===== src/rtl/div_seq_if.sv =====
// Handshake and operand bundle between the MIPS control unit / register file and div_seq.
// The control side uses the master modport and the divider uses the slave modport.
interface div_seq_if #(
    parameter int WIDTH = 32
);
    logic             div_start;
    logic [WIDTH-1:0] dividend;
    logic [WIDTH-1:0] divisor;
    logic [WIDTH-1:0] hi;
    logic [WIDTH-1:0] lo;
    logic             busy;
    logic             done;
    logic             div_zero;

    modport master (
        output div_start, dividend, divisor,
        input  hi, lo, busy, done, div_zero
    );

    modport slave (
        input  div_start, dividend, divisor,
        output hi, lo, busy, done, div_zero
    );
endinterface


===== src/rtl/div_seq.sv =====
// Sequential signed divider (MIPS div): 32-step radix-2 restoring loop, remainder on hi, quotient on lo.
// Optional feature macro DIV_ZERO_CHECK_EN: trap a zero divisor at accept with a one-cycle div_zero/done pulse.
module div_seq #(
    parameter int WIDTH = 32
) (
    input  logic      clock,
    input  logic      reset,
    div_seq_if.slave  div_bus
);
    localparam int CW = $clog2(WIDTH) + 1;

    typedef enum logic [1:0] {
        S_IDLE,
        S_CALC,
        S_FIX
    } state_e;

    state_e           state_q;
    logic [CW-1:0]    count_q;
    logic [WIDTH-1:0] q_q;
    logic [WIDTH-1:0] m_q;
    logic [WIDTH:0]   r_q;
    logic             sign_quo_q;
    logic             sign_rem_q;
    logic [WIDTH-1:0] hi_q;
    logic [WIDTH-1:0] lo_q;
    logic             busy_q;
    logic             done_q;
    logic             div_zero_q;

    logic [WIDTH-1:0] dividend_mag;
    logic [WIDTH-1:0] divisor_mag;
    logic [WIDTH:0]   r_shift;
    logic [WIDTH:0]   trial;
    logic             trial_ok;
    logic [WIDTH:0]   r_d;
    logic [WIDTH-1:0] q_d;
    logic [WIDTH-1:0] rem_mag;
    logic [WIDTH-1:0] hi_d;
    logic [WIDTH-1:0] lo_d;
    logic             zero_trap;
    logic             r_top_unused;

    // Magnitudes are plain unsigned WIDTH-bit values, so the most negative input maps onto itself.
    assign dividend_mag = div_bus.dividend[WIDTH-1] ? -div_bus.dividend : div_bus.dividend;
    assign divisor_mag  = div_bus.divisor[WIDTH-1]  ? -div_bus.divisor  : div_bus.divisor;

    assign r_shift  = {r_q[WIDTH-1:0], q_q[WIDTH-1]};
    assign trial    = r_shift - {1'b0, m_q};
    assign trial_ok = (r_shift >= {1'b0, m_q});
    assign r_d      = trial_ok ? trial : r_shift;
    assign q_d      = {q_q[WIDTH-2:0], trial_ok};

    // The remainder always ends below 2**WIDTH, so only the low WIDTH bits reach hi.
    assign rem_mag      = r_q[WIDTH-1:0];
    assign r_top_unused = r_q[WIDTH];
    assign hi_d         = sign_rem_q ? -rem_mag : rem_mag;
    assign lo_d         = sign_quo_q ? -q_q : q_q;

`ifdef DIV_ZERO_CHECK_EN
    assign zero_trap = div_bus.div_start && (div_bus.divisor == '0);
`else
    assign zero_trap = 1'b0;
`endif

    // NOTE: every register here, the datapath included, is cleared by reset, so the asynchronous abort leaves no stale operand behind.
    always_ff @(posedge clock or negedge reset) begin
        if (!reset) begin
            state_q    <= S_IDLE;
            count_q    <= '0;
            q_q        <= '0;
            m_q        <= '0;
            r_q        <= '0;
            sign_quo_q <= 1'b0;
            sign_rem_q <= 1'b0;
            hi_q       <= '0;
            lo_q       <= '0;
            busy_q     <= 1'b0;
            done_q     <= 1'b0;
            div_zero_q <= 1'b0;
        end else begin
            // NOTE: non-blocking assignments throughout, so each register samples the pre-edge state of every other.
            done_q     <= 1'b0;
            div_zero_q <= 1'b0;
            case (state_q)
                S_IDLE: begin
                    if (zero_trap) begin
                        done_q     <= 1'b1;
                        div_zero_q <= 1'b1;
                    end else if (div_bus.div_start) begin
                        q_q        <= dividend_mag;
                        m_q        <= divisor_mag;
                        r_q        <= '0;
                        sign_quo_q <= div_bus.dividend[WIDTH-1] ^ div_bus.divisor[WIDTH-1];
                        sign_rem_q <= div_bus.dividend[WIDTH-1];
                        count_q    <= '0;
                        busy_q     <= 1'b1;
                        state_q    <= S_CALC;
                    end
                end
                S_CALC: begin
                    r_q     <= r_d;
                    q_q     <= q_d;
                    count_q <= count_q + 1'b1;
                    if (count_q == CW'(WIDTH - 1)) begin
                        state_q <= S_FIX;
                    end
                end
                S_FIX: begin
                    hi_q    <= hi_d;
                    lo_q    <= lo_d;
                    done_q  <= 1'b1;
                    busy_q  <= 1'b0;
                    state_q <= S_IDLE;
                end
                default: state_q <= S_IDLE;
            endcase
        end
    end

    assign div_bus.hi       = hi_q;
    assign div_bus.lo       = lo_q;
    assign div_bus.busy     = busy_q;
    assign div_bus.done     = done_q;
    assign div_bus.div_zero = div_zero_q;
endmodule


===== src/flat_wrapper.sv =====
// flat-port wrapper written by rule: the top's interface ports become plain ports
module div_seq_flat 
#(
    parameter int WIDTH = 32
)
  (clock, reset, div_bus_div_start, div_bus_dividend, div_bus_divisor, div_bus_hi, div_bus_lo, div_bus_busy, div_bus_done, div_bus_div_zero);
  div_seq_if #(.WIDTH(WIDTH)) div_bus_i ();
  input  logic clock;
  input  logic reset;
  input wire logic [$bits(div_bus_i.div_start)-1:0] div_bus_div_start;
  input wire logic [$bits(div_bus_i.dividend)-1:0] div_bus_dividend;
  input wire logic [$bits(div_bus_i.divisor)-1:0] div_bus_divisor;
  output wire logic [$bits(div_bus_i.hi)-1:0] div_bus_hi;
  output wire logic [$bits(div_bus_i.lo)-1:0] div_bus_lo;
  output wire logic [$bits(div_bus_i.busy)-1:0] div_bus_busy;
  output wire logic [$bits(div_bus_i.done)-1:0] div_bus_done;
  output wire logic [$bits(div_bus_i.div_zero)-1:0] div_bus_div_zero;
  assign div_bus_i.div_start = div_bus_div_start;
  assign div_bus_i.dividend = div_bus_dividend;
  assign div_bus_i.divisor = div_bus_divisor;
  assign div_bus_hi = div_bus_i.hi;
  assign div_bus_lo = div_bus_i.lo;
  assign div_bus_busy = div_bus_i.busy;
  assign div_bus_done = div_bus_i.done;
  assign div_bus_div_zero = div_bus_i.div_zero;
  div_seq #(.WIDTH(WIDTH)) u_core (.clock(clock), .reset(reset), .div_bus(div_bus_i));
endmodule

===== config.mk =====
export PLATFORM = sky130hd
export DESIGN_NAME = div_seq_flat
export DESIGN_NICKNAME = d
export VERILOG_FILES = /design/src/rtl/div_seq_if.sv /design/src/rtl/div_seq.sv /design/src/flat_wrapper.sv
export SDC_FILE = /design/constraint.sdc
export NUM_CORES = 1
export LEC_CHECK = 0
export CORE_MARGIN = 2
export CORE_UTILIZATION = 33
export CTS_CLUSTER_SIZE = 10
export DETAILED_ROUTE_END_ITERATION = 8
export GPL_TIMING_DRIVEN = 1
export PLACE_DENSITY_LB_ADDON = 0.12
export SYNTH_ARGS = -nofsm -noshare
export SYNTH_HDL_FRONTEND = slang
export SYNTH_SLANG_ARGS = --single-unit

===== constraint.sdc =====
create_clock -name clock -period 4.55 [get_ports clock]
set_input_delay 0.91 -clock clock [delete_from_list [all_inputs] [get_ports clock]]
set_output_delay 0.91 -clock clock [all_outputs]
set_load 0.05 [all_outputs]

== Word level (Yosys, flattened, before mapping) ==
Cells that the tools add are included.

* Output and inout port bits: 67
* Word-level logic and storage cells: 48
* Flip-flop bits (word level): 172

* Equal/unequal tests: 5
* $lt $le $gt $ge: 1
* Bitwise operators: 1
* Multiplexer cells: 17
* $add $sub $neg: 6
* Reductions and logical operators: 7

{| class="wikitable"
|+ Operators by type and width
! operator !! count
|-
| 32-bit two-way mux || 7
|-
| 32-bit negation || 4
|-
| 32-bit one-hot mux with 2 select lines || 2
|-
| 33-bit by 32-bit greater-or-equal comparator with 1-bit output || 1
|-
| 32-bit subtractor || 1
|-
| 6-bit one-hot mux with 2 select lines || 1
|-
| 2-bit AND reduction || 4
|-
| 6-bit by 1-bit adder with 6-bit output (second input constant) || 1
|-
| 6-bit by 5-bit equality test with 1-bit output (second input constant) || 1
|-
| 6-bit two-way mux || 1
|-
| 2-bit two-way mux || 2
|-
| 2-bit one-hot mux with 2 select lines || 1
|-
| 2-bit nonzero test || 2
|-
| 2-bit by 1-bit equality test with 1-bit output (second input constant) || 1
|-
| 2-bit equality test (second input constant) || 1
|-
| 2-bit zero test || 1
|-
| 1-bit two-way mux || 2
|-
| 2-bit by 1-bit != test with 1-bit output (second input constant) || 1
|-
| 2-bit != test (second input constant) || 1
|-
| 1-bit one-hot mux with 2 select lines || 1
|-
| 1-bit XOR || 1
|}

== Longest topological paths before layout ==
Gate-level depths: netlist of the first run.

* Depth in word-level cells: 4
* Gate-level depth with buffers: 14
* Gate-level depth less buffers: 13

== Least setup slack after synthesis of the first run ==
OpenSTA, ideal clock, no wires.

* Path kind: input to register
* Start: in div_bus_divisor[8]
* End: reg u_core.m_q[29]
* Stages: 8
* Library setup time: 0.130 ns
* Path slack: 1.296 ns
* Required time: 4.420 ns
* Arrival: 3.124 ns
* Cell sequence: or4_4 > nor4_4 > nand3_2 > or4_4 > or3_4 > o31ai_2 > xor2_1 > o21ai_1

* Longest elaborated chain between the ends: 2

{| class="wikitable"
|+ RTL lines
! item !! RTL line !! source
|-
| start: declaration || flat_wrapper.sv:12 || <nowiki>input wire logic [$bits(div_bus_i.divisor)-1:0] div_bus_divisor;</nowiki>
|-
| 32-bit negation || div_seq.sv:46 || <nowiki>assign divisor_mag = div_bus.divisor[WIDTH-1] ? -div_bus.divisor : div_bus.divisor;</nowiki>
|-
| 32-bit two-way mux || div_seq.sv:46 ||
|-
| end signal: assignment || div_seq.sv:92 || <nowiki>m_q <= divisor_mag;</nowiki>
|-
| end: declaration || div_seq.sv:21 || <nowiki>logic [WIDTH-1:0] m_q;</nowiki>
|}

Every way passes these cells.
A chain may end at the register's enable or synchronous reset.

== Worst setup path in the final report of the first run ==
* Start: reg u_core.q_q[31]
* End: reg u_core.r_q[30]

* Longest elaborated chain between the ends: 3

{| class="wikitable"
|+ RTL lines
! item !! RTL line !! source
|-
| start: declaration || div_seq.sv:20 || <nowiki>logic [WIDTH-1:0] q_q;</nowiki>
|-
| start signal: assignment || div_seq.sv:91 || <nowiki>q_q <= dividend_mag;</nowiki>
|-
| start signal: assignment || div_seq.sv:103 || <nowiki>q_q <= q_d;</nowiki>
|-
| 32-bit subtractor / 33-bit by 32-bit greater-or-equal comparator with 1-bit output (equally long branches) || div_seq.sv:49, div_seq.sv:50 ||
|-
| 32-bit two-way mux * || div_seq.sv:51 || <nowiki>assign r_d = trial_ok ? trial : r_shift;</nowiki>
|-
| 32-bit one-hot mux with 2 select lines * || div_seq.sv:85 || <nowiki>case (state_q)</nowiki>
|-
| end signal: assignment || div_seq.sv:102 || <nowiki>r_q <= r_d;</nowiki>
|-
| end: declaration || div_seq.sv:22 || <nowiki>logic [WIDTH:0] r_q;</nowiki>
|}

Every way passes the cells marked *; elsewhere a longest branch is shown, timed or not.

==> results of run 1 <==
-- sequential cells by signal, indices dropped and copies added, names as in the netlist --
name / count
u_core.m_q: 32
u_core.div_bus.lo: 32
u_core.sign_quo_q: 1
u_core.sign_rem_q: 1
u_core.div_bus.busy: 1
u_core.r_q: 32
u_core.div_bus.done: 1
u_core.count_q: 6
u_core.q_q: 32
u_core.div_bus.hi: 32
u_core.state_q: 2
-- layer usage --
| metal | track usage, % | part of all wire [%] | routed length [um] |
|---|---|---|---|
| met1 | 26.9 | 54 | 15700 |
| met2 | 25.8 | 41 | 12100 |
| met3 | 2.37 | 3.2 | 926 |
| met4 | 5.10 | 1.5 | 434 |
| met5 | 0 | 0 | 0 |
-- layout make-up --
type	instances	share of cell area [%]
inverters	54	1.52
clock buffers	17	3.19
repair buffers	144	10.7
multi-input cells	961	46.6
clock inverters	15	1.62
well taps	442	4.15
flip-flops and latches	172	32.3
-- metrics by stage --
stage	cell area (um^2)	worst slack [ns]	power [mW]	utilization [%]
6_report	13300	0.928	9.87	40.9
5_1_grt	13300	0.735	10.8	40.9
4_1_cts	13300	0.953	9.94	40.9
3_5_place_dp	12700	0.524	8.29	38.9
3_3_place_gp	12700	0.608	8.26	38.9
2_1_floorplan	10900	1.30	6.83	-
-- critical path: stages, from the launching register on --
cell                       delay [ns]
sky130_fd_sc_hd__dfrtp_1         0.41
sky130_fd_sc_hd__inv_1           0.14
sky130_fd_sc_hd__ha_1            0.19
sky130_fd_sc_hd__inv_1           0.05
sky130_fd_sc_hd__fa_1            0.39
sky130_fd_sc_hd__a21o_1          0.19
sky130_fd_sc_hd__a221oi_1        0.53
sky130_fd_sc_hd__o211ai_1        0.28
sky130_fd_sc_hd__a2111o_1        0.51
sky130_fd_sc_hd__nand2_1         0.12
sky130_fd_sc_hd__o221ai_1        0.18
sky130_fd_sc_hd__mux2i_1         0.19
sky130_fd_sc_hd__o211ai_1        0.11
sky130_fd_sc_hd__a22o_1          0.21
-- power by group through the flow --
stage | Sequential, mW | Clock (mW) | Combinational [mW]
after floorplan | 2.72 | 0 | 4.11
after global placement | 2.89 | 0 | 5.37
after detailed placement | 2.91 | 0 | 5.38
after CTS | 2.88 | 1.65 | 5.41
after global routing | 2.99 | 1.71 | 6.11
final | 2.89 | 1.60 | 5.39
-- worst min-delay path by stage --
stage                               start                    end  slack, ns  cells after the start
floorplan                  u_core.m_q[10]         u_core.m_q[10]       0.45                      2
global placement     u_core.div_bus.lo[0]   u_core.div_bus.lo[0]       0.46                      2
detailed placement    u_core.div_bus.busy    u_core.div_bus.busy       0.47                      2
CTS                 u_core.div_bus.hi[14]  u_core.div_bus.hi[14]       0.49                      2
global route        u_core.div_bus.hi[14]  u_core.div_bus.hi[14]       0.50                      2
finish                              reset   u_core.div_bus.lo[4]       0.47                      1
-- placed cells by master (no fill, tap or decap), types with 6 or more instances in the layout --
master	count
sky130_fd_sc_hd__a31oi_1	7
sky130_fd_sc_hd__a21o_1	15
sky130_fd_sc_hd__xnor2_1	34
sky130_fd_sc_hd__nor3_1	14
sky130_fd_sc_hd__mux2i_1	21
sky130_fd_sc_hd__and2_1	6
sky130_fd_sc_hd__nand2_1	193
sky130_fd_sc_hd__inv_6	6
sky130_fd_sc_hd__buf_4	11
sky130_fd_sc_hd__xor2_1	111
sky130_fd_sc_hd__nor2b_1	8
sky130_fd_sc_hd__o21ai_0	172
sky130_fd_sc_hd__o31ai_1	33
sky130_fd_sc_hd__o41ai_1	14
sky130_fd_sc_hd__nor2_1	35
sky130_fd_sc_hd__o21ai_1	40
sky130_fd_sc_hd__o22ai_1	7
sky130_fd_sc_hd__clkbuf_16	17
sky130_fd_sc_hd__dfrtp_1	172
sky130_fd_sc_hd__or4_1	17
sky130_fd_sc_hd__or3_1	17
sky130_fd_sc_hd__a21oi_1	34
sky130_fd_sc_hd__inv_1	54
sky130_fd_sc_hd__nand3_1	10
sky130_fd_sc_hd__o211ai_1	8
sky130_fd_sc_hd__nand2b_1	10
sky130_fd_sc_hd__ha_1	37
sky130_fd_sc_hd__nand4_1	6
sky130_fd_sc_hd__a22oi_1	32
sky130_fd_sc_hd__clkdlybuf4s50_1	131
-- cells by family after synthesis --
family | count (synthesis) | share of synthesized area (%)
AOI/OAI and AO/OA | 402 | 22.8
xor gates and xnor gates | 145 | 11.6
adders and majority gates | 38 | 4.41
buffers and inverters | 116 | 4.07
DFF | 172 | 39.3
muxes | 21 | 1.92
other | 1 | 0.0343
and+or+nand+nor | 354 | 15.8
==> summary.md, run 1 <==
| Metric | Value |
|---|---|
| Number of buffers on the longest clock path | `2` |
| Post-synth EDFFs | `0` |
| Part of the power in the clock network | `16.2%` |
| Sequential cell area | `4300 um^2` |
| Pre-Repair DR Iteration Count | `5` |
| Layout Skew | `0.00907 ns` |
| Non-filler instance count after layout | `1805` |
| Setup violators final | `0` |
| Number of placement rows | `66` |
| Run status | `finished, final reports clean` |
| Initial cell density of the core | `33.5%` |
| F_max | `276 MHz` |
| Endpoint of the worst setup timing path | `u_core.r_q[30]` |
| Resized cells post-CTS | `0` |
| DIE AREA | `34600 um^2` |
| RD Place Congestion | `0.848` |
| Critical Path Start Type | `register` |
| Clock slew at reported path FFs | `0.07 ns` |
| Via count of the first global-routing pass | `8825` |
| Crit share post-route | `79.6%` |
| Clock root buffer | `sky130_fd_sc_hd__clkbuf_16` |
| Largest net degree at the start of global routing | `99` |
| Combinational Power Share | `54.6%` |
| Final count of hold timing violations | `0` |
| Layout net count | `1455` |
| CTS Buf Count | `17` |
| Total placed cells including tap cells | `1773` |
| Cell area power density | `740 nW/um^2` |
| Average routed wire per standard cell | `16.2 um` |
| Syn-to-layout area delta | `21.9%` |
| Vert. Die Dim | `186 um` |
| Hold-fix buffer count after cts | `0` |
| Mean post-synth cell area | `8.76 um^2` |
| Leading cell types by count after synthesis | `sky130_fd_sc_hd__nand2_1, sky130_fd_sc_hd__dfrtp_1, sky130_fd_sc_hd__o21ai_0, sky130_fd_sc_hd__xor2_1` |
| Setup TNS Final | `0 ns` |
| Category of the worst setup path capture point | `register` |
| Data arrival time at the worst-slack endpoint | `3.95 ns` |
| Hold/Removal Path Class | `primary input to async pin` |
| Post-detailed-routing wire length | `29200 um` |
| Register-to-Register Path Depth | `13` |
| Dominant register cell in the synthesized netlist | `sky130_fd_sc_hd__dfrtp_1` |
| Multi-input gate area | `6210 um^2` |
| Clock tree from TritonCTS | `yes` |
| Layout cell share with drive strength beyond 1 | `5.72%` |
| Count of cell types in the netlist | `68` |
| Detailed-route vias per instance | `5.09` |
| Largest fanout on the critical path | `4` |
| Rel. slew slack | `25.0%` |
| Syn nets | `1354` |
| Part of the Yosys area used for sequential elements | `39.3%` |
| Most used standard cell by instance count after synthesis | `sky130_fd_sc_hd__nand2_1` |
| R2R setup slack | `0.93 ns` |
| Crit path from | `u_core.q_q[31]` |
| Antenna violations before repair | `0` |
| Destination of the worst register-to-register timing path | `u_core.r_q[30]` |
| Detailed-placement wirelength estimate | `22000 um` |
| Net Sw Power | `4.56 mW` |
| Sequential group share of total power | `29.3%` |
| Type of the worst setup path | `register to register` |
| Insertion delay to the later sink of the worst-skew pair | `0.44 ns` |
| Synthesis Warnings | `0` |
| Switching part of the total power | `46.1%` |
| Total of buffers placed on input and output ports | `132` |
| Grt total ovfl | `0` |
| Placeable core area | `32600 um^2` |
| Chip width | `186 um` |
| Number of buffers added for setup after CTS | `0` |
| Number of top-level pins | `134` |
| Filler Cells Inserted | `3307` |
| Area share of the largest cell type after synthesis | `39.3%` |
| DRC violation count after routing | `0` |
| Peak supply drop | `0.000385 V` |
| Final antenna diode count | `0` |
| Launch instance of the worst register-to-register path | `u_core.q_q[31]` |
| Power Internal | `5.32 mW` |
| Vias | `9188` |
| Clock tree sinks | `172` |
| Number of levels in the clock H-tree | `4` |
| Area of the mapped netlist | `10900 um^2` |
| Transition at the pin with the smallest max-transition slack | `1.13 ns` |
| Ranking of synthesized cells by area | `sky130_fd_sc_hd__dfrtp_1, sky130_fd_sc_hd__xor2_1, sky130_fd_sc_hd__o21ai_0, sky130_fd_sc_hd__nand2_1, sky130_fd_sc_hd__ha_1` |
| Async set-or-reset flop fraction in the synthesized netlist | `100%` |
| Global-route wire length before repair | `48000 um` |
| Static leakage power | `5.52 nW` |
| Drt first-iter violations | `501` |
| Gate count of the mapped netlist | `1249` |
| Post-route minimum period | `3.62 ns` |
| Biggest area consumer among synthesized cells | `sky130_fd_sc_hd__dfrtp_1` |
| Setup repair after global routing missed its margin | `no` |
| Final Max Tran Viols | `0` |
| Residual antenna-violating net count after detailed routing | `0` |
| MaxCap Viol Count | `0` |
| Number of storage elements in the synthesis netlist | `172` |
| Post-route worst hold slack | `0.468 ns` |
| Critical path data required time | `4.88 ns` |
| Total global-route track usage | `17.7%` |
No activity file was read; power rests on OpenSTA's default activity.
==> inputs of run 2 (changes only) <==
==> constraint.sdc (replaced) <==
create_clock -name clock -period 3.7 [get_ports clock]
set_input_delay 0.74 -clock clock [delete_from_list [all_inputs] [get_ports clock]]
set_output_delay 0.74 -clock clock [all_outputs]
set_load 0.05 [all_outputs]
==> run 2 against run 1 <==
  * Combinational power increased by 32%
  * Non-clock buffer count grew 38
  * Design area increased by 1.8%
  * Register-to-register slack lost 0.52 ns
==> summary.md, run 2 (synthesis results as in run 1) <==
| Metric | Value |
|---|---|
| Type of the worst setup path | `register to register` |
| Highest-delay cell along the critical path | `sky130_fd_sc_hd__a2111o_1` |
| Vias | `9251` |
| Total of buffers placed on input and output ports | `132` |
| Clock root buffer | `sky130_fd_sc_hd__clkbuf_16` |
| Critical path data required time | `4.03 ns` |
| RD Place Congestion | `0.841` |
| List of cells traversed by the critical path | `inv_1 > ha_1 > inv_1 > fa_1 > a21o_1 > a221oi_1 > o211ai_1 > a2111o_1 > nand2_1 > o221ai_1 > mux2i_1 > o211ai_1 > a22o_1` |
| Buffer and inverter count on the worst path | `2` |
| Crit share post-route | `89.1%` |
| Cell family with the largest share of critical-path delay | `compound AO/OA/AOI/OAI gates` |
| Total global-route track usage | `17.9%` |
| Hold/Removal Path Class | `primary input to async pin` |
| Transition at the pin with the smallest max-transition slack | `1.13 ns` |
| Met1 Track Usage GR | `27.6%` |
| Number of buffers on the longest clock path | `2` |
| Final Max Tran Viols | `0` |
| Layout cell share with drive strength beyond 1 | `8.28%` |
| Initial cell density of the core | `33.5%` |
| DRC violation count after routing | `0` |
| Detailed-route vias per instance | `5.02` |
| Data arrival time at the worst-slack endpoint | `3.63 ns` |
| Resized cells post-CTS | `0` |
| Peak supply drop | `0.000428 V` |
| Setup TNS Final | `0 ns` |
| Met2 layer usage reported by global route | `25.8%` |
| Number of buffers added for setup after CTS | `0` |
| Run status | `finished, final reports clean` |
| Cell area power density | `902 nW/um^2` |
| Post-detailed-routing wire length | `29700 um` |
| Global-route wire length before repair | `48800 um` |
| Commonest cells after routing, fill and taps aside | `sky130_fd_sc_hd__nand2_1, sky130_fd_sc_hd__o21ai_0, sky130_fd_sc_hd__dfrtp_1` |
| Number of placement rows | `66` |
| Most common cell after layout, fill and taps aside | `sky130_fd_sc_hd__nand2_1` |
| Most Crowded Layer GR | `met1` |
| Met3 global-route usage | `2.90%` |
| Final antenna diode count | `0` |
| Vert. Die Dim | `186 um` |
| DIE AREA | `34600 um^2` |
| Insertion delay to the later sink of the worst-skew pair | `0.45 ns` |
| Pre-Repair DR Iteration Count | `5` |
| Setup violators final | `0` |
| Average routed wire per standard cell | `16.1 um` |
| Grt total ovfl | `0` |
| Largest fanout on the critical path | `3` |
| Final count of hold timing violations | `0` |
| Antenna violations before repair | `1` |
| Clock tree from TritonCTS | `yes` |
| Filler Cells Inserted | `3317` |
| Residual antenna-violating net count after detailed routing | `0` |
| Chip width | `186 um` |
| Critical Path Start Type | `register` |
| Category of the worst setup path capture point | `register` |
| Drt first-iter violations | `674` |
| MaxCap Viol Count | `0` |
| Fin util | `41.6%` |
| Hold-fix buffer count after cts | `0` |
| Layout Skew | `0.0169 ns` |
| Setup repair after global routing missed its margin | `no` |
| Rel. slew slack | `24.4%` |
| Number of levels in the clock H-tree | `4` |
| Placeable core area | `32600 um^2` |
| Post-route minimum period | `3.30 ns` |
| Static leakage power | `5.68 nW` |
| Register-to-Register Path Depth | `13` |
| CTS Buf Count | `17` |
| Clock tree sinks | `172` |
| Via count of the first global-routing pass | `8860` |
| Detailed-placement wirelength estimate | `22500 um` |
| F_max | `303 MHz` |
| Number of top-level pins | `134` |
| Clock slew at reported path FFs | `0.08 ns` |
| Largest net degree at the start of global routing | `83` |
| Syn-to-layout area delta | `24.2%` |
| Largest stage delay on the critical path | `0.50 ns` |
| Layout net count | `1493` |
| Critical path depth | `13` |
-- run 2: report_power, final --
group	switching (mW)	leakage, nW	internal, mW
Clock	0.874	0.284	0.894
Combinational	4.02	3.19	3.08
Sequential	0.807	2.20	2.57
-- run 2: layer usage --
layer | vias up | part of all wire [%]
met5 | - | 0
met4 | 0 | 0.97
met3 | 16 | 4.2
met2 | 173 | 42
met1 | 4324 | 53
li1 | 4738 | -
-- run 2: final timing paths --
check / start / end / slack [ns]
setup / recovery: u_core.q_q[31] / u_core.r_q[30] / 0.40
hold / removal: reset / u_core.div_bus.lo[5] / 0.34
setup reg to reg: u_core.q_q[31] / u_core.r_q[30] / 0.40
hold reg to reg: u_core.div_bus.hi[3] / u_core.div_bus.hi[3] / 0.48
max in group asynchronous: reset / u_core.m_q[11] / 2.58
min in group clock: u_core.div_bus.hi[3] / u_core.div_bus.hi[3] / 0.48
-- run 2: metrics by stage --
stage	setup slack, ns	instance area [um^2]	power, mW	hold slack [ns]	std cells
CTS	0.411	13600	12.3	0.377	1843
global placement	0.0441	13000	10.5	0.460	1811
floorplan	0.616	10900	8.40	0.444	1249
global route	0.205	13600	13.4	0.413	1843
detailed placement	0.0299	13000	10.5	0.469	1811
finish	0.404	13600	12.3	0.336	1843
-- run 2: layout make-up --
type                    count  area, um^2  share of cell area [%]
multi-input cells         961        6210                    45.7
flip-flops and latches    172        4300                    31.7
repair buffers            182        1740                    12.8
well taps                 442         553                    4.07
clock buffers              17         425                    3.13
inverters                  54         203                    1.49
clock inverters            15         149                    1.10
-- run 2: worst register-to-register path, stage by stage, from the launching register on --
cell and delay [ns]:
sky130_fd_sc_hd__dfrtp_1 0.38, sky130_fd_sc_hd__inv_1 0.12, sky130_fd_sc_hd__ha_1 0.18, sky130_fd_sc_hd__inv_1 0.05, sky130_fd_sc_hd__fa_1 0.40, sky130_fd_sc_hd__a21o_1 0.19
sky130_fd_sc_hd__a221oi_1 0.41, sky130_fd_sc_hd__o211ai_1 0.18, sky130_fd_sc_hd__a2111o_1 0.50, sky130_fd_sc_hd__nand2_1 0.11, sky130_fd_sc_hd__o221ai_1 0.17, sky130_fd_sc_hd__mux2i_1 0.19
sky130_fd_sc_hd__o211ai_1 0.10, sky130_fd_sc_hd__a22o_1 0.21
==> inputs of run 3 (changes only) <==
==> constraint.sdc (replaced) <==
create_clock -name clock -period 2.73 [get_ports clock]
set_input_delay 0.546 -clock clock [delete_from_list [all_inputs] [get_ports clock]]
set_output_delay 0.546 -clock clock [all_outputs]
set_load 0.05 [all_outputs]
==> run 3 against run 2 <==
  * Final cell count up 10%
  * Non-clock buffer count up 193
  * Sequential share of layout area down 4.8 points
  * Setup slack worse by 0.62 ns
  * Maximum frequency up 12%
  * Clock power up 46%
  * The flow now finishes with violations (negative setup slack)
  * Sequential power up 33%
  * Worst hold slack worse by 0.26 ns
==> summary.md, run 3 (synthesis results as in run 1) <==
| Metric | Value |
|---|---|
| Run status | `finished with violations` |
| Failing checks | `negative setup slack` |
| DRC violation count after routing | `0` |
| Peak supply drop | `0.000601 V` |
| Switching part of the total power | `43.9%` |
| Category of the worst setup path capture point | `register` |
| Static leakage power | `6.83 nW` |
| Total of buffers placed on input and output ports | `132` |
| Syn-to-layout area delta | `46.2%` |
| Largest fanout on the critical path | `2` |
| Vias | `10100` |
| Detailed-placement wirelength estimate | `24200 um` |
| Crit path setup slack, layout | `-0.214 ns` |
| Fin util | `49.0%` |
| Crit share post-route | `108%` |
| List of cells traversed by the critical path | `ha_4 > inv_2 > fa_2 > a21o_1 > a221oi_4 > o211ai_1 > a2111o_1 > buf_6 > a31oi_4 > o21bai_1 > xor2_1 > mux2i_1 > o21ai_1` |
| Largest net degree at the start of global routing | `66` |
| Combinational Power Share | `66.6%` |
| Number of top-level pins | `134` |
| Largest stage delay on the critical path | `0.45 ns` |
| Final count of hold timing violations | `0` |
| Total power draw | `21.3 mW` |
| Area of all placed cells without fillers | `16000 um^2` |
| Final antenna diode count | `0` |
| Hold/Removal Path Class | `primary input to async pin` |
| Final Max Tran Viols | `0` |
| DIE AREA | `34600 um^2` |
| Post-route worst hold slack | `0.0747 ns` |
| Average routed wire per standard cell | `15.7 um` |
| Type of the worst setup path | `register to register` |
| Highest-delay cell along the critical path | `sky130_fd_sc_hd__a2111o_1` |
| CTS Buf Count | `17` |
| Layout Skew | `0.0105 ns` |
| Clock tree sinks | `172` |
| Placed cell areas | `14300 um^2` |
| Number of placement rows | `66` |
| Setup repair after global routing missed its margin | `yes` |
| Antenna violations before repair | `0` |
| Cell area power density | `1330 nW/um^2` |
| Transition at the pin with the smallest max-transition slack | `1.41 ns` |
| Grt total ovfl | `0` |
| Part of the power in the clock network | `12.2%` |
| Clock tree from TritonCTS | `yes` |
| Detailed-route vias per instance | `4.96` |
| MaxCap Viol Count | `0` |
| Power Internal | `11.9 mW` |
| Chip width | `186 um` |
| RD Place Congestion | `0.876` |
| Critical Path Start Type | `register` |
| Buffer and inverter count on the worst path | `2` |
| Critical path data required time | `3.04 ns` |
| Initial cell density of the core | `33.5%` |
| Rel. slew slack | `6.02%` |
| Pre-Repair DR Iteration Count | `5` |
| Most common cell after layout, fill and taps aside | `sky130_fd_sc_hd__buf_4` |
| Insertion delay to the later sink of the worst-skew pair | `0.44 ns` |
| Layout cell share with drive strength beyond 1 | `26.5%` |
| Vert. Die Dim | `186 um` |
| Hold-fix buffer count after cts | `0` |
| Post-route minimum period | `2.94 ns` |
| R2R setup slack | `-0.21 ns` |
| Clock root buffer | `sky130_fd_sc_hd__clkbuf_16` |
| Net Sw Power | `9.34 mW` |
| Clock slew at reported path FFs | `0.08 ns` |
| Global-route wire length before repair | `51700 um` |
| Number of buffers on the longest clock path | `2` |
| Commonest cells after routing, fill and taps aside | `sky130_fd_sc_hd__buf_4, sky130_fd_sc_hd__nand2_1, sky130_fd_sc_hd__dfrtp_1` |
| Placeable core area | `32600 um^2` |
| Drt first-iter violations | `495` |
| Residual antenna-violating net count after detailed routing | `0` |
| Layout net count | `1686` |
| Number of levels in the clock H-tree | `4` |
| Setup violators final | `32` |
| Sequential group share of total power | `21.2%` |
| Via count of the first global-routing pass | `9781` |
| Data arrival time at the worst-slack endpoint | `3.25 ns` |
| Cell family with the largest share of critical-path delay | `compound AO/OA/AOI/OAI gates` |
| Post-detailed-routing wire length | `31900 um` |
| Total global-route track usage | `18.9%` |
| F_max | `340 MHz` |
-- run 3: cell types whose count changed in the layout (fill, tap and decap cells not counted), moves of 9 or more --
| cell | delta |
|---|---|
| sky130_fd_sc_hd__ha_1 | -12 |
| sky130_fd_sc_hd__o21ai_2 | +15 |
| sky130_fd_sc_hd__buf_6 | +14 |
| sky130_fd_sc_hd__a21oi_1 | -12 |
| sky130_fd_sc_hd__nand2_1 | -9 |
| sky130_fd_sc_hd__o21ai_0 | -24 |
| sky130_fd_sc_hd__ha_4 | +10 |
| sky130_fd_sc_hd__buf_4 | +175 |
| sky130_fd_sc_hd__a21oi_2 | +11 |
| sky130_fd_sc_hd__o31ai_4 | +9 |
-- run 3: per-layer routing --
metal | vias to the layer above | global-route usage (%) | wire, um
li1 | 5122 | - | -
met1 | 4805 | 28.4 | 16700
met2 | 158 | 28.7 | 13900
met3 | 15 | 2.48 | 992
met4 | 0 | 4.09 | 262
met5 | - | 0 | 0
-- run 3: layout make-up --
class                           instances  area (um^2)
Clock buffer                           17          425
Clock inverter                         15          198
Fill cell                            3100        16600
Inverter                               54          203
Multi-Input combinational cell        961         7040
Sequential cell                       172         4310
Tap cell                              442          553
Timing Repair Buffer                  375         3270
-- run 3: stage by stage --
step | setup slack [ns] | TNS, ns | instances
floorplan | -0.154 | -0.670 | 1249
global placement | -0.705 | -20.85 | 1972
detailed placement | -0.716 | -21.99 | 1972
CTS | -0.273 | -2.74 | 2034
global route | -0.342 | -7.30 | 2036
finish | -0.214 | -2.37 | 2036
-- run 3: repair_timing --
item / 4_1_cts / 5_1_grt
buffers inserted: 29 / 11
endpoints found under the setup margin: 61 / 69
cloned: 2 / 0
hold endpoints to repair: 0 / 0
gates resized for setup: 113 / 78
pin swaps: 44 / 39
-- run 3: final timing paths --
path,from,endpoint,depth (start not counted)
setup / recovery,u_core.m_q[0],u_core.r_q[26],13
hold / removal,reset,u_core.div_bus.lo[6],1
setup reg to reg,u_core.m_q[0],u_core.r_q[26],13
hold reg to reg,u_core.div_bus.lo[17],u_core.div_bus.lo[17],2
max in group asynchronous,reset,u_core.div_bus.lo[24],2
min in group clock,u_core.div_bus.lo[17],u_core.div_bus.lo[17],2
-- run 3: power groups by stage --
stage                     Clock (mW)  Combinational, mW  Sequential (mW)
final                           2.59               14.2             4.51
after global routing            2.75               15.6             4.63
after CTS                       2.65               13.7             4.42
after detailed placement           0               12.0             4.44
after global placement             0               11.9             4.41
after floorplan                    0               7.00             4.55
